===== src/rtl/uart_pkg.sv =====
// Shared UART definitions: FSM state encodings, parity modes and the oversampling ratio.
// No latency or backpressure; used by both the transmitter and the receiver.
package uart_pkg;

    typedef enum logic [2:0] {
        ST_IDLE   = 3'b000,
        ST_START  = 3'b001,
        ST_DATA   = 3'b010,
        ST_PARITY = 3'b011,
        ST_STOP   = 3'b100
    } uart_state_e;

    localparam int PARITY_NONE = 0;
    localparam int PARITY_ODD  = 1;
    localparam int PARITY_EVEN = 2;

    localparam int OVERSAMPLE = 16;

    // xor_in is the reduction XOR of the data word.
    function automatic logic parity_bit(input logic xor_in, input int mode);
        return (mode == PARITY_ODD) ? ~xor_in : xor_in;
    endfunction

endpackage


===== src/rtl/uart_tx_if.sv =====
// Transmitter-side bundle: tick/start/data towards the transmitter, line and status back.
// No latency; no backpressure, a start strobe while busy is dropped.
interface uart_tx_if #(
    parameter int DBIT = 8
);
    logic            s_tick;
    logic            i_tx_start;
    logic [DBIT-1:0] i_data_in;
    logic            tx;
    logic            o_tx_busy;
    logic            tx_done_tick;

    modport master (
        output s_tick, i_tx_start, i_data_in,
        input  tx, o_tx_busy, tx_done_tick
    );

    modport slave (
        input  s_tick, i_tx_start, i_data_in,
        output tx, o_tx_busy, tx_done_tick
    );
endinterface


===== src/rtl/uart_tx.sv =====
// UART transmitter: start bit, DBIT data bits LSB first, optional parity, SB_TICK-tick stop.
// Latency: tx leaves idle the cycle after an accepted start; frame = 16*(1+DBIT+par)+SB_TICK ticks.
// Backpressure: none; starts while busy (including the done cycle) are dropped, not queued.
module uart_tx
    import uart_pkg::*;
#(
    parameter int DBIT    = 8,
    parameter int SB_TICK = 16,
    parameter int PARITY  = 0
) (
    input  logic     i_clk,
    input  logic     i_reset,
    uart_tx_if.slave bus
);

    localparam int              NW      = (DBIT > 1) ? $clog2(DBIT) : 1;
    localparam logic [4:0]      S_LAST  = 5'(OVERSAMPLE - 1);
    localparam logic [4:0]      SB_LAST = 5'(SB_TICK - 1);
    localparam logic [NW-1:0]   N_LAST  = NW'(DBIT - 1);
    localparam bit              HAS_PAR = (PARITY == PARITY_ODD) || (PARITY == PARITY_EVEN);

    uart_state_e     state_q, state_d;
    logic [4:0]      s_q, s_d;
    logic [NW-1:0]   n_q, n_d;
    logic [DBIT-1:0] shift_q, shift_d;
    logic            par_q, par_d;
    logic            tx_q, tx_d;
    logic            done;

    always_ff @(posedge i_clk) begin
        if (i_reset) begin
            state_q <= ST_IDLE;
            s_q     <= '0;
            n_q     <= '0;
            shift_q <= '0;
            par_q   <= 1'b0;
            tx_q    <= 1'b1;
        end else begin
            state_q <= state_d;
            s_q     <= s_d;
            n_q     <= n_d;
            shift_q <= shift_d;
            par_q   <= par_d;
            tx_q    <= tx_d;
        end
    end

    always_comb begin
        state_d = state_q;
        s_d     = s_q;
        n_d     = n_q;
        shift_d = shift_q;
        par_d   = par_q;
        done    = 1'b0;

        unique case (state_q)
            ST_IDLE: begin
                if (bus.i_tx_start) begin
                    shift_d = bus.i_data_in;
                    par_d   = parity_bit(^bus.i_data_in, PARITY);
                    s_d     = '0;
                    state_d = ST_START;
                end
            end
            ST_START: begin
                if (bus.s_tick) begin
                    if (s_q == S_LAST) begin
                        s_d     = '0;
                        n_d     = '0;
                        state_d = ST_DATA;
                    end else begin
                        s_d = s_q + 5'd1;
                    end
                end
            end
            ST_DATA: begin
                if (bus.s_tick) begin
                    if (s_q == S_LAST) begin
                        s_d     = '0;
                        shift_d = shift_q >> 1;
                        if (n_q == N_LAST) begin
                            state_d = HAS_PAR ? ST_PARITY : ST_STOP;
                        end else begin
                            n_d = n_q + NW'(1);
                        end
                    end else begin
                        s_d = s_q + 5'd1;
                    end
                end
            end
            ST_PARITY: begin
                if (bus.s_tick) begin
                    if (s_q == S_LAST) begin
                        s_d     = '0;
                        state_d = ST_STOP;
                    end else begin
                        s_d = s_q + 5'd1;
                    end
                end
            end
            ST_STOP: begin
                if (bus.s_tick) begin
                    if (s_q == SB_LAST) begin
                        state_d = ST_IDLE;
                        done    = 1'b1;
                    end else begin
                        s_d = s_q + 5'd1;
                    end
                end
            end
            default: state_d = ST_IDLE;
        endcase

        // Line level follows the state being entered so the pin changes together with the state.
        unique case (state_d)
            ST_START:  tx_d = 1'b0;
            ST_DATA:   tx_d = shift_d[0];
            ST_PARITY: tx_d = par_d;
            default:   tx_d = 1'b1;
        endcase
    end

    assign bus.tx           = tx_q;
    assign bus.o_tx_busy    = (state_q != ST_IDLE);
    assign bus.tx_done_tick = done && !i_reset;

endmodule


===== src/flat_wrapper.sv =====
// flat-port wrapper written by rule: the top's interface ports become plain ports
module uart_tx_flat import uart_pkg::*;
#(
    parameter int DBIT    = 8,
    parameter int SB_TICK = 16,
    parameter int PARITY  = 0
)
  (i_clk, i_reset, bus_s_tick, bus_i_tx_start, bus_i_data_in, bus_tx, bus_o_tx_busy, bus_tx_done_tick);
  uart_tx_if #(.DBIT(DBIT)) bus_i ();
  input  logic i_clk;
  input  logic i_reset;
  input wire logic [$bits(bus_i.s_tick)-1:0] bus_s_tick;
  input wire logic [$bits(bus_i.i_tx_start)-1:0] bus_i_tx_start;
  input wire logic [$bits(bus_i.i_data_in)-1:0] bus_i_data_in;
  output wire logic [$bits(bus_i.tx)-1:0] bus_tx;
  output wire logic [$bits(bus_i.o_tx_busy)-1:0] bus_o_tx_busy;
  output wire logic [$bits(bus_i.tx_done_tick)-1:0] bus_tx_done_tick;
  assign bus_i.s_tick = bus_s_tick;
  assign bus_i.i_tx_start = bus_i_tx_start;
  assign bus_i.i_data_in = bus_i_data_in;
  assign bus_tx = bus_i.tx;
  assign bus_o_tx_busy = bus_i.o_tx_busy;
  assign bus_tx_done_tick = bus_i.tx_done_tick;
  uart_tx #(.DBIT(DBIT), .SB_TICK(SB_TICK), .PARITY(PARITY)) u_core (.i_clk(i_clk), .i_reset(i_reset), .bus(bus_i));
endmodule

===== config.mk =====
export PLATFORM = sky130hd
export DESIGN_NAME = uart_tx_flat
export DESIGN_NICKNAME = d
export VERILOG_FILES = /design/src/rtl/uart_pkg.sv /design/src/rtl/uart_tx_if.sv /design/src/rtl/uart_tx.sv /design/src/flat_wrapper.sv
export SDC_FILE = /design/constraint.sdc
export NUM_CORES = 1
export LEC_CHECK = 0
export ABC_AREA = 0
export BUFFER_PORTS_ARGS = -buffer_cell sky130_fd_sc_hd__buf_2
export CORE_UTILIZATION = 25
export DETAILED_ROUTE_END_ITERATION = 7
export SYNTH_ARGS = -nofsm -noshare
export SYNTH_HDL_FRONTEND = slang
export SYNTH_SLANG_ARGS = --single-unit
export TNS_END_PERCENT = 50

===== constraint.sdc =====
create_clock -name i_clk -period 2.8 [get_ports i_clk]
set_input_delay 0.28 -clock i_clk [delete_from_list [all_inputs] [get_ports i_clk]]
set_output_delay 0.28 -clock i_clk [all_outputs]
set_load 0.02 [all_outputs]

# Yosys cells after proc, flatten, opt, wreduce, memory -nomap -nowiden
# Cells that the tools add are included.
# word_totals
wordCells,72
output_inout_bits,3
ff_bits,21
# classes
n_reduce_logical,12
add_sub_neg,2
muxes,33
eq_ne,18
# ops
cell,n
3-bit 2-to-1 mux,15
5-bit 2-to-1 mux,5
8-bit 2-to-1 mux,3
8-bit case mux with 2 select lines,1
3-bit case mux with 5 select lines,1
5-bit case mux with 3 select lines,1
"3-bit by 2-bit equality test with 1-bit output, second input constant",4
"2-bit != test, second input constant",6
8-bit parity,1
"3-bit by 1-bit equality test with 1-bit output, second input constant",2
"3-bit equality test, second input constant",2
"2-bit by 1-bit != test with 1-bit output, second input constant",3
3-bit case mux with 2 select lines,1
6-bit AND reduction,1
3-bit nonzero test,2
"5-bit by 1-bit adder with 5-bit output, second input constant",1
"5-bit by 4-bit equality test with 1-bit output, second input constant",1
1-bit 2-to-1 mux,5
5-bit AND reduction,1
4-bit AND reduction,1
2-bit nonzero test,2
"3-bit by 1-bit adder with 3-bit output, second input constant",1
3-bit zero test,1
1-bit case mux with 3 select lines,1
other kinds (3),3

# Logic depth before layout (Yosys ltp)
# Gate-level depths: netlist (run 1).
# depth
depth_word,7
depth_mapped,9
mapped_depth_nobuf,8

# Worst setup path before layout (run 1)
# Ideal clock, no wire load.
# synth_timing
path_type,flip-flop to flip-flop
start,register u_core.s_q[0]
end,register u_core.s_q[3]
required_ns,2.730
setup_ns,0.070
t_arrival_ns,1.972
setup_slack_ns,0.758
path_stages_with_launch,10
path_cell_list,dfxtp_1 > ha_1 > and3_1 > ha_1 > and3b_1 > nor4_1 > or2_1 > buf_6 > or3_1 > a21boi_1
# synth_via
elab_chain_cells,4
elab_cells_between_ends,9
classes_between,add/sub (1); eq/ne (2); mux (5); reduce/logical (1)
# synth_lines
element,line,text
start: declaration,uart_tx.sv:23,"logic [4:0] s_q, s_d;"
start signal: assignment,uart_tx.sv:33,s_q <= '0;
start signal: assignment,uart_tx.sv:40,s_q <= s_d;
5-bit by 1-bit adder with 5-bit output / 5-bit by 4-bit equality test with 1-bit output (equally long branches),n/a,
"5-bit 2-to-1 mux, on equally long branches",n/a,
"5-bit 2-to-1 mux, on equally long branches","uart_tx.sv:102, uart_tx.sv:77",
5-bit case mux with 3 select lines,uart_tx.sv:56,unique case (state_q)
# Parallel ways exist; a longest one is shown, timed or not. The select of a mux whose other input is x is not followed.
# A chain may end at the register's enable or synchronous reset.

# Final worst setup path (run 1)
# Same ends and word-level chain as after synthesis.

==> run_results.csv, run 1 <==
group,metric,value,unit
outcome,status,"finished clean",
timing,finalSetupViolCount,0,
yosys,synth-seq-area-share,34.78,%
power_and_ir_drop,ir_drop,0.1401,mV
drt,dr.pass1.iters,4,
clock_network,cts_buffers,3,
timing,rsz0062_at_grt,"no",
setup_path,max_stage_delay,0.37,ns
yosys,synthFlopType,"dfxtp_1",
yosys,synth.avg_cell_area,8.695,µm²
place,place_inst,197,
yosys,synth.distinct_cells,43,
timing,hold_slack,0.2773,ns
global_route,track_usage,9.679,%
yosys,postSynthCellCount,139,
clock_network,cts_tree,"yes",
global_route,grt_util_met2,14.50,%
global_route,antenna_found_initial,0,
place,gp_congestion,0.7180,
timing,finalSetupTns,0,ns
yosys,syn_area,1209,µm²
min_path,hp-class,"input pin to flop",
yosys,syn_nets,157,
floorplanning,fp-row-count,24,
clock_network,hold_buffers,0,
drt,vias_per_cell,4.891,
timing,min_period,2.169,ns
setup_path,required,3.00,ns
drt,ant_nets,0,
global_route,gr-total-overflow,0,
cells_and_area,final_common_cell,"dfxtp_1",
job,maxCapViolCount,0,
floorplanning,die_w,71.53,µm
cells_and_area,antenna_cells,0,
timing,clock.fmax,461.1,MHz
power_and_ir_drop,power_density,468.1,nW/µm²
clock_network,cts.repair.resized,0,
timing,clock_skew,0.0009870,ns
place,port_buffers,14,
setup_path,cp_max_fo,5,
yosys,synth_edf_count,0,
cells_and_area,final_cell_mix,"dfxtp_1, nand2_1, buf_2, a21oi_1, xnor2_1",
drt,wire_per_inst,11.24,µm
cells_and_area,drive_above_1_share,15.44,%
place,dp_hpwl,1660,µm
cells_and_area,area_growth,11.28,%
clock_network,clock_path_buffers,2,
clock_network,post_cts_buffers,0,
drt,drc_errors,0,
timing,report.final.slew_viol_count,0,
timing,tightest_slew,0.6523,ns
floorplanning,core_area,4504,µm²
clock_network,clkSinkCount,21,
global_route,grt_pass1_vias,842,
floorplanning,die_height,71.53,µm
setup_path,cp_slowest_cell,"dfxtp_1",
drt,totalWireLength,2260,µm
floorplanning,num_io_pins,15,
global_route,grt_max_degree,20,
setup_path,cp-end-kind,"flop",
drt,drtIter0Drc,79,
clock_network,cts_root_buf,"clkbuf_8",
global_route,gr-usage-met1,12.39,%
global_route,grt-busiest-layer,"met2",
clock_network,clkLatencyLatePin,0.26,ns
setup_path,path_cells,"ha_1 > and3_1 > ha_1 > and3b_1 > nor4_1 > nor2_1 > a31oi_1 > a21boi_1",
setup_path,path_common_cell,"ha_1",
setup_path,startpoint_type,"flop",
timing,hold_viol,0,
yosys,ys_ff_latch,21,
yosys,synthArstFlopShare,0,%
setup_path,crit_type,"flop to flop",
floorplanning,start_util,26.83,%
drt,via_count,983,
floorplanning,die-area,5117,µm²
timing,period_share,77.45,%
global_route,grt_pass1_wl,3815,µm
global_route,grt.met3_usage,1.828,%
yosys,ys_warn_count,0,
clock_network,clkTransAtPathRegs,0.08,ns
setup_path,critPathArrivalTime,2.37,ns
setup_path,critical_path_buf_inv_count,0,
timing,relSlewSlack,56.33,%
power_and_ir_drop,leakage,0.5245,nW
clock_network,h-tree-depth,1,
setup_path,path_delay_family,"simple AND/OR/NAND/NOR gates",
cells_and_area,stdcell_count,201,
cells_and_area,num-nets-final,168,
[worst register-to-register path: cells and delay by family (launching register included)]
family	cells	cell delay (ns)
flops	1	0.37
fa+ha+maj	2	0.41
compound gates	2	0.49
simple gates	4	0.82
[Yosys cell counts (all sizes together) (2+ instances only)]
master / n / area, µm²
dfxtp: 21 / 420.4
nand2: 15 / 56.30
a21oi: 13 / 65.06
nor2: 9 / 52.56
xnor2: 8 / 70.07
a22oi: 6 / 45.04
ha: 6 / 75.07
buf: 5 / 33.78
inv: 5 / 18.77
nand3: 5 / 25.02
nand3b: 4 / 30.03
nor2b: 4 / 25.02
clkbuf: 3 / 11.26
nor3b: 3 / 27.52
or3: 3 / 18.77
a211oi: 2 / 15.01
a31oi: 2 / 12.51
and2: 2 / 12.51
mux2i: 2 / 20.02
nand2b: 2 / 12.51
o21ai: 2 / 10.01
[power by group]
group / leakage, nW / internal, W / switching, W
clock network: 0.0255 / 0.0000993 / 0.000103
logic: 0.327 / 0.0000468 / 0.0000520
registers: 0.172 / 0.000314 / 0.0000137
total: 0.524 / 0.000460 / 0.000169
[cell type report]
type	instances	area, µm²
multi-input combinational	105	724.4
clock buffer	3	41.29
inverter	5	18.77
timing repair buffer	14	70.07
tap	52	65.06
clock inverter	1	5.005
fill	496	3159
sequential	21	420.4
[sequential cells by signal, summed over array words and instances, names as in the netlist]
name	cells
u_core.bus.tx	1
u_core.n_q	3
u_core.par_q	1
u_core.s_q	5
u_core.shift_q	8
u_core.state_q	3
[metal layers]
layer / part of all wire [%] / up-vias / wire [µm]
met2: 44 / 10 / 996
met1: 51 / 457 / 1145
met4: 3.2 / 0 / 72
met5: 0 / - / 0
li1: - / 511 / -
met3: 2.1 / 5 / 47
[worst paths after layout]
path	startpoint	end	slack [ns]	cells past startpoint
min reg2reg	u_core.shift_q[3]	u_core.shift_q[3]	0.46	2
min	bus_i_data_in[7]	u_core.shift_q[7]	0.28	3
max	u_core.s_q[0]	u_core.s_q[3]	0.63	8
max reg2reg	u_core.s_q[0]	u_core.s_q[3]	0.63	8
[per-stage QoR]
step                      cell area, µm²  total power [W]  util (%)  setup slack [ns]
after detailed placement            1299        0.0004351     28.83            0.6532
after global routing                1345        0.0006653     29.86            0.4340
final                               1345        0.0006296     29.86            0.6315
after floorplan                     1209        0.0004121         -            0.7580
after CTS                           1345        0.0006400     29.86            0.6238
after global placement              1299        0.0004354     28.83            0.6934
[cells by family after synthesis]
group	count (synthesis)	synth area share [%]
compound gates	30	15.73
fa+ha+maj	6	6.211
xor+xnor	9	6.522
mux	2	1.656
flops	21	34.78
simple gates	58	29.81
buf+inv	13	5.279
Power figures use the tool's default switching activity.
==> run 2: changes to the inputs <==
ABC_AREA = 1   (was 0)
clock period = 2.02 ns   (was 2.8 ns; I/O delays follow)
==> run 2 against run 1 <==
  * Flip-flop and latch count stayed put
  * Synthesized cell count is 48% higher
  * Clock skew is 0.0018 ns higher
  * Critical path type is now flop to output pin
  * Die area is 13% higher
  * Power is 41% higher
  * Clock-buffer cell count stayed put
  * Global-route usage is 0.12 points higher
  * Combinational power is 68% higher
  * Clock power is 37% higher
  * Via count is 30% higher
  * Wire length is 18% higher
  * Worst setup slack worse by 0.56 ns
==> run_results.csv, run 2 <==
group,metric,value,unit
outcome,status,"finished clean",
timing,tightest_slew,0.3144,ns
power_and_ir_drop,combPwrFrac,18.6,%
cells_and_area,largest_register_ffs,8,
min_path,hp-class,"input pin to flop",
floorplanning,start_util,26.32,%
yosys,synth.avg_cell_area,6.651,µm²
timing,min_period,1.952,ns
yosys,synth_top_family_by_area,"simple AND/OR/NAND/NOR gates",
yosys,synth.most_common_cell,"nand2_1",
global_route,grt.met3_usage,2.754,%
timing,report.final.slew_viol_count,0,
job,maxCapViolCount,0,
yosys,synth_mux_area_share,0,%
setup_path,cp_max_fo,3,
yosys,synth-seq-area-share,30.68,%
yosys,syn_nets,224,
cells_and_area,seq_area,420.4,µm²
drt,drc_errors,0,
setup_path,startpoint_type,"flop",
cells_and_area,final_util,30.67,%
clock_network,clkLatencyLatePin,0.26,ns
yosys,synthFlopType,"dfxtp_1",
yosys,synth_xor_xnor_area_share,1.187,%
timing,finalSetupTns,0,ns
cells_and_area,multi_input_area,857.1,µm²
drt,totalWireLength,2670,µm
global_route,grt_max_degree,16,
clock_network,clock_path_buffers,2,
floorplanning,die_w,76.03,µm
drt,dr.pass1.iters,4,
place,dp_slack,0.03736,ns
timing,relSlewSlack,79.04,%
floorplanning,num_io_pins,15,
global_route,gr-total-overflow,0,
setup_path,crit_type,"flop to output pin",
drt,drtIter0Drc,40,
place,gp_congestion,0.8513,
power_and_ir_drop,seqPwrFrac,50.1,%
timing,setup_slack,0.06830,ns
power_and_ir_drop,leakage,0.7762,nW
drt,via_count,1280,
global_route,track_usage,9.799,%
yosys,synthAdderAreaFrac,5.479,%
yosys,synthSimpleGateAreaFrac,40.82,%
cells_and_area,num-nets-final,243,
yosys,ys_ff_latch,21,
power_and_ir_drop,power,0.0008892,W
clock_network,clkSinkCount,21,
global_route,grt-busiest-layer,"met2",
yosys,ys_warn_count,0,
cells_and_area,nFillCells,583,
global_route,antenna_found_initial,0,
drt,ant_nets,0,
cells_and_area,largest-register,"u_core.shift_q",
timing,hold_viol,0,
clock_network,clkTransAtPathRegs,0.08,ns
timing,finalSetupViolCount,0,
cells_and_area,final_cell_mix,"nand2_1, inv_1, dfxtp_1, nor2_1, buf_2",
power_and_ir_drop,p_int,0.0006339,W
yosys,synth_edf_count,0,
yosys,syn_area,1370,µm²
cells_and_area,drive_above_1_share,20.09,%
floorplanning,core_area,5205,µm²
yosys,synth.distinct_cells,30,
place,dp_hpwl,2067,µm
power_and_ir_drop,power_density,557.0,nW/µm²
timing,clock_skew,0.002816,ns
clock_network,cts_buffers,3,
power_and_ir_drop,swShare,28.71,%
timing,hold_slack,0.2186,ns
yosys,synth_compound_area_share,13.42,%
setup_path,required,1.82,ns
clock_network,cts_tree,"yes",
cells_and_area,final_common_cell,"nand2_1",
floorplanning,die_height,76.03,µm
setup_path,cp-end-kind,"output pin",
timing,clock.fmax,512.4,MHz
drt,wire_per_inst,9.082,µm
yosys,postSynthCellCount,206,
setup_path,critPathArrivalTime,1.75,ns
yosys,synthArstFlopShare,0,%
power_and_ir_drop,pwr-share-clk,31.2,%
global_route,gr-usage-met1,12.90,%
setup_path,max_stage_delay,0.35,ns
drt,vias_per_cell,4.354,
clock_network,h-tree-depth,1,
clock_network,hold_buffers,0,
cells_and_area,area_growth,16.53,%
floorplanning,die-area,5781,µm²
clock_network,cts_root_buf,"clkbuf_8",
setup_path,path_cells,"ha_1 > nand2_1 > nor2_2 > buf_4 > ha_1 > nand2_1 > nor3_2 > buf_2",
global_route,grt_util_met2,16.27,%
yosys,synthTopCellsByArea,"dfxtp_1, nand2_1, inv_1, ha_1, nor2_1",
setup_path,cp_slowest_cell,"dfxtp_1",
place,port_buffers,14,
yosys,yosys.area.top_type,"dfxtp_1",
power_and_ir_drop,ir_drop,0.2927,mV
timing,period_share,96.62,%
global_route,grt_pass1_wl,4795,µm
power_and_ir_drop,p_sw,0.0002553,W
cells_and_area,reg_top3,"u_core.shift_q (8), u_core.s_q (5)",
global_route,grt_pass1_vias,1141,
yosys,synthTopCellsByCount,"nand2_1, inv_1, dfxtp_1",
floorplanning,fp-row-count,26,
cells_and_area,antenna_cells,0,
yosys,synth_top_area_share,30.68,%
## run 2: layout make-up
cell class              instances  share of cell area (%)
multi-input cells             157                   53.68
flip-flops and latches         21                   26.33
inverters                      26                   6.270
well taps                      70                   5.486
repair buffers                 16                   5.329
clock buffers                   3                   2.586
clock inverters                 1                  0.3135
## run 2: layer usage
layer,up-vias,share of wire (%)
met5,-,0
met4,0,0.22
met3,2,4.0
met2,19,44
met1,568,52
li1,691,-
## run 2: worst paths after layout
path	from	end	slack, ns	cells after the start
max	u_core.s_q[1]	bus_tx_done_tick	0.07	8
min	bus_i_data_in[7]	u_core.shift_q[7]	0.22	3
max reg2reg	u_core.s_q[1]	u_core.n_q[1]	0.14	11
min reg2reg	u_core.shift_q[6]	u_core.shift_q[6]	0.47	2
## run 2: timing repair
item	CTS	global route
resized for setup	0	7
setup endpoints to repair	0	5
buffers inserted	0	1
hold endpoints to repair	0	0
## run 2: through the flow
step                      area, µm²  cells
after CTS                      1567    293
after floorplan                1370    206
after global placement         1520    289
after detailed placement       1520    289
after global routing           1597    294
final                          1597    294
## run 2: critical path: cells and delay by family (launching register included)
kind / cells / cell delay, ns
AND/OR/NAND/NOR: 4 / 0.49
flip-flops: 1 / 0.35
buffers and inverters: 2 / 0.31
adder cells (fa/ha/maj): 2 / 0.35
## run 2: kinds of logic (layout without fill, tap and decap cells)
logic type	after synthesis	after routing
AND/OR/NAND/NOR	120	120
AO/OA/AOI/OAI	30	30
buffers and inverters	28	46
flip-flops	21	21
adder cells (fa/ha/maj)	6	6
XOR/XNOR	1	1
## run 2: power groups by stage
| stage | clock network [W] | logic, W | registers (W) |
|---|---|---|---|
| after floorplan | 0 | 0.000119 | 0.000457 |
| after global placement | 0 | 0.000166 | 0.000456 |
| after detailed placement | 0 | 0.000167 | 0.000456 |
| after CTS | 0.000294 | 0.000167 | 0.000446 |
| after global routing | 0.000305 | 0.000194 | 0.000448 |
| final | 0.000278 | 0.000166 | 0.000446 |
==> run 3: changes to the inputs <==
ABC_AREA = 0   (was 1)
BUFFER_PORTS_ARGS = unset   (was -buffer_cell sky130_fd_sc_hd__buf_2)
DONT_BUFFER_PORTS = 1   (was unset)
==> run 3 against run 2 <==
  * Combinational power is 6% lower
  * Final cell count is 32% lower
  * Via count is 23% lower
  * Highest routed layer unchanged
  * Largest power group unchanged
  * Largest cell class unchanged
==> run_results.csv, run 3 (synthesis gave the netlist of run 1 again) <==
group,metric,value,unit
place,gp_congestion,0.7958,
clock_network,clock_path_buffers,2,
clock_network,clkSinkCount,21,
timing,period_share,97.97,%
cells_and_area,final_util,31.50,%
cells_and_area,antenna_cells,0,
drt,totalWireLength,2643,µm
floorplanning,core_area,4504,µm²
power_and_ir_drop,p_sw,0.0002341,W
cells_and_area,final_common_cell,"dfxtp_1",
timing,report.final.slew_viol_count,0,
outcome,status,"finished clean",
drt,dr.pass1.iters,4,
place,port_buffers,0,
floorplanning,die-area,5117,µm²
floorplanning,die_height,71.53,µm
power_and_ir_drop,combPwrFrac,17.5,%
power_and_ir_drop,ir_drop,0.1942,mV
power_and_ir_drop,leakage,0.5310,nW
cells_and_area,largest_register_ffs,8,
power_and_ir_drop,swShare,26.41,%
job,maxCapViolCount,0,
timing,relSlewSlack,56.57,%
floorplanning,die_w,71.53,µm
cells_and_area,final_cell_area,1419,µm²
drt,ant_nets,0,
clock_network,clkTransAtPathRegs,0.08,ns
global_route,grt_max_degree,17,
global_route,gr-total-overflow,0,
floorplanning,num_io_pins,15,
cells_and_area,stdcell_count,200,
drt,vias_per_cell,4.940,
floorplanning,fp-row-count,24,
timing,hold_viol,0,
timing,setup_slack,0.04107,ns
global_route,grt_pass1_vias,942,
clock_network,h-tree-depth,1,
drt,via_count,988,
floorplanning,start_util,26.83,%
drt,drc_errors,0,
power_and_ir_drop,p_int,0.0006524,W
cells_and_area,num-nets-final,167,
timing,rsz0062_at_grt,"yes",
global_route,track_usage,11.07,%
global_route,grt_pass1_wl,4402,µm
place,dp_hpwl,1805,µm
timing,min_period,1.979,ns
setup_path,critPathArrivalTime,2.14,ns
power_and_ir_drop,seqPwrFrac,51.0,%
timing,tightest_slew,0.6505,ns
clock_network,cts_root_buf,"clkbuf_8",
setup_path,cp-end-kind,"flop",
timing,clock.fmax,505.3,MHz
cells_and_area,final_cell_mix,"dfxtp_1, nand2_1, a21oi_1, buf_4, xnor2_1",
min_path,hp-class,"input pin to flop",
clock_network,cts_buffers,3,
place,place_inst,194,
setup_path,startpoint_type,"flop",
timing,finalSetupViolCount,0,
power_and_ir_drop,power_density,624.8,nW/µm²
place,placed_area,1314,µm²
cells_and_area,largest-register,"u_core.shift_q",
power_and_ir_drop,pwr-share-clk,31.4,%
cells_and_area,reg_top3,"u_core.shift_q (8), u_core.s_q (5)",
drt,wire_per_inst,13.22,µm
cells_and_area,drive_above_1_share,21.62,%
setup_path,crit_type,"flop to flop",
cells_and_area,area_growth,17.39,%
global_route,antenna_found_initial,0,
setup_path,cp_max_fo,5,
setup_path,required,2.18,ns
drt,drtIter0Drc,124,
place,dp_slack,-0.05112,ns
clock_network,clkLatencyLatePin,0.26,ns
clock_network,cts_tree,"yes",
timing,clock_skew,0.002902,ns
run 3: cell count changes in the layout (fill, tap and decap cells not counted), moves of 4 or more:
cell and delta:
nor2_1 -10, buf_2 -14, o21ai_0 -4, nand2_2 -4
buf_4 +10, nor2b_1 +4, nand2_1 -58, inv_1 -17
nor2_4 -4, xnor2_1 +8, nand3_1 -4
run 3: layer usage:
layer	vias to the layer above	global-route usage (%)	part of all wire, %
li1	508	-	-
met1	467	14.37	47
met2	11	17.25	48
met3	2	2.813	3.5
met4	0	5.229	1.3
met5	-	0	0
run 3: through the flow:
| stage | power, W | setup TNS [ns] | hold WS, ns |
|---|---|---|---|
| detailed placement | 0.0005969 | -0.1387 | 0.2771 |
| floorplan | 0.0005714 | 0 | 0.3380 |
| global route | 0.0009405 | -0.05166 | 0.04021 |
| CTS | 0.0008911 | 0 | 0.03211 |
| global placement | 0.0005955 | -0.1309 | 0.2750 |
| finish | 0.0008864 | 0 | 0.04219 |
run 3: power groups by stage:
stage | combinational (W) | clock [W] | sequential, W
final | 0.000156 | 0.000278 | 0.000452
after global routing | 0.000176 | 0.000309 | 0.000456
after CTS | 0.000148 | 0.000292 | 0.000451
after detailed placement | 0.000136 | 0 | 0.000461
after global placement | 0.000136 | 0 | 0.000460
after floorplan | 0.000112 | 0 | 0.000459
run 3: path summary, 6_finish.rpt:
kind / from / to / slack (ns) / cells past startpoint
max: u_core.s_q[0] / u_core.s_q[0] / 0.04 / 9
min: i_reset / u_core.bus.tx / 0.04 / 1
min reg2reg: u_core.shift_q[2] / u_core.shift_q[2] / 0.46 / 2
max reg2reg: u_core.s_q[0] / u_core.s_q[0] / 0.04 / 9
run 3: critical path: stages, from the launching register on:
cell and delay (ns):
dfxtp_2 0.33, ha_2 0.18, and3_4 0.19, ha_2 0.17
and3b_2 0.25, nor4_4 0.04, or2_4 0.28, buf_4 0.14
xnor2_1 0.12, and2_1 0.16
run 3: layout make-up:
type | count | area [µm²]
fill | 473 | 3085
clock inverter | 1 | 5.005
tap | 52 | 65.06
timing repair buffer | 13 | 100.1
sequential | 21 | 422.9
multi-input combinational | 105 | 765.7
inverter | 5 | 18.77
clock buffer | 3 | 41.29
run 3: repair_timing:
item | in CTS | in global routing
endpoints found under the setup margin | 5 | 9
setup buffers | 1 | 0
endpoints found under the hold margin | 16 | 0
resized for setup | 2 | 10
pin swaps | 1 | 5
hold buffers | 1 | 0
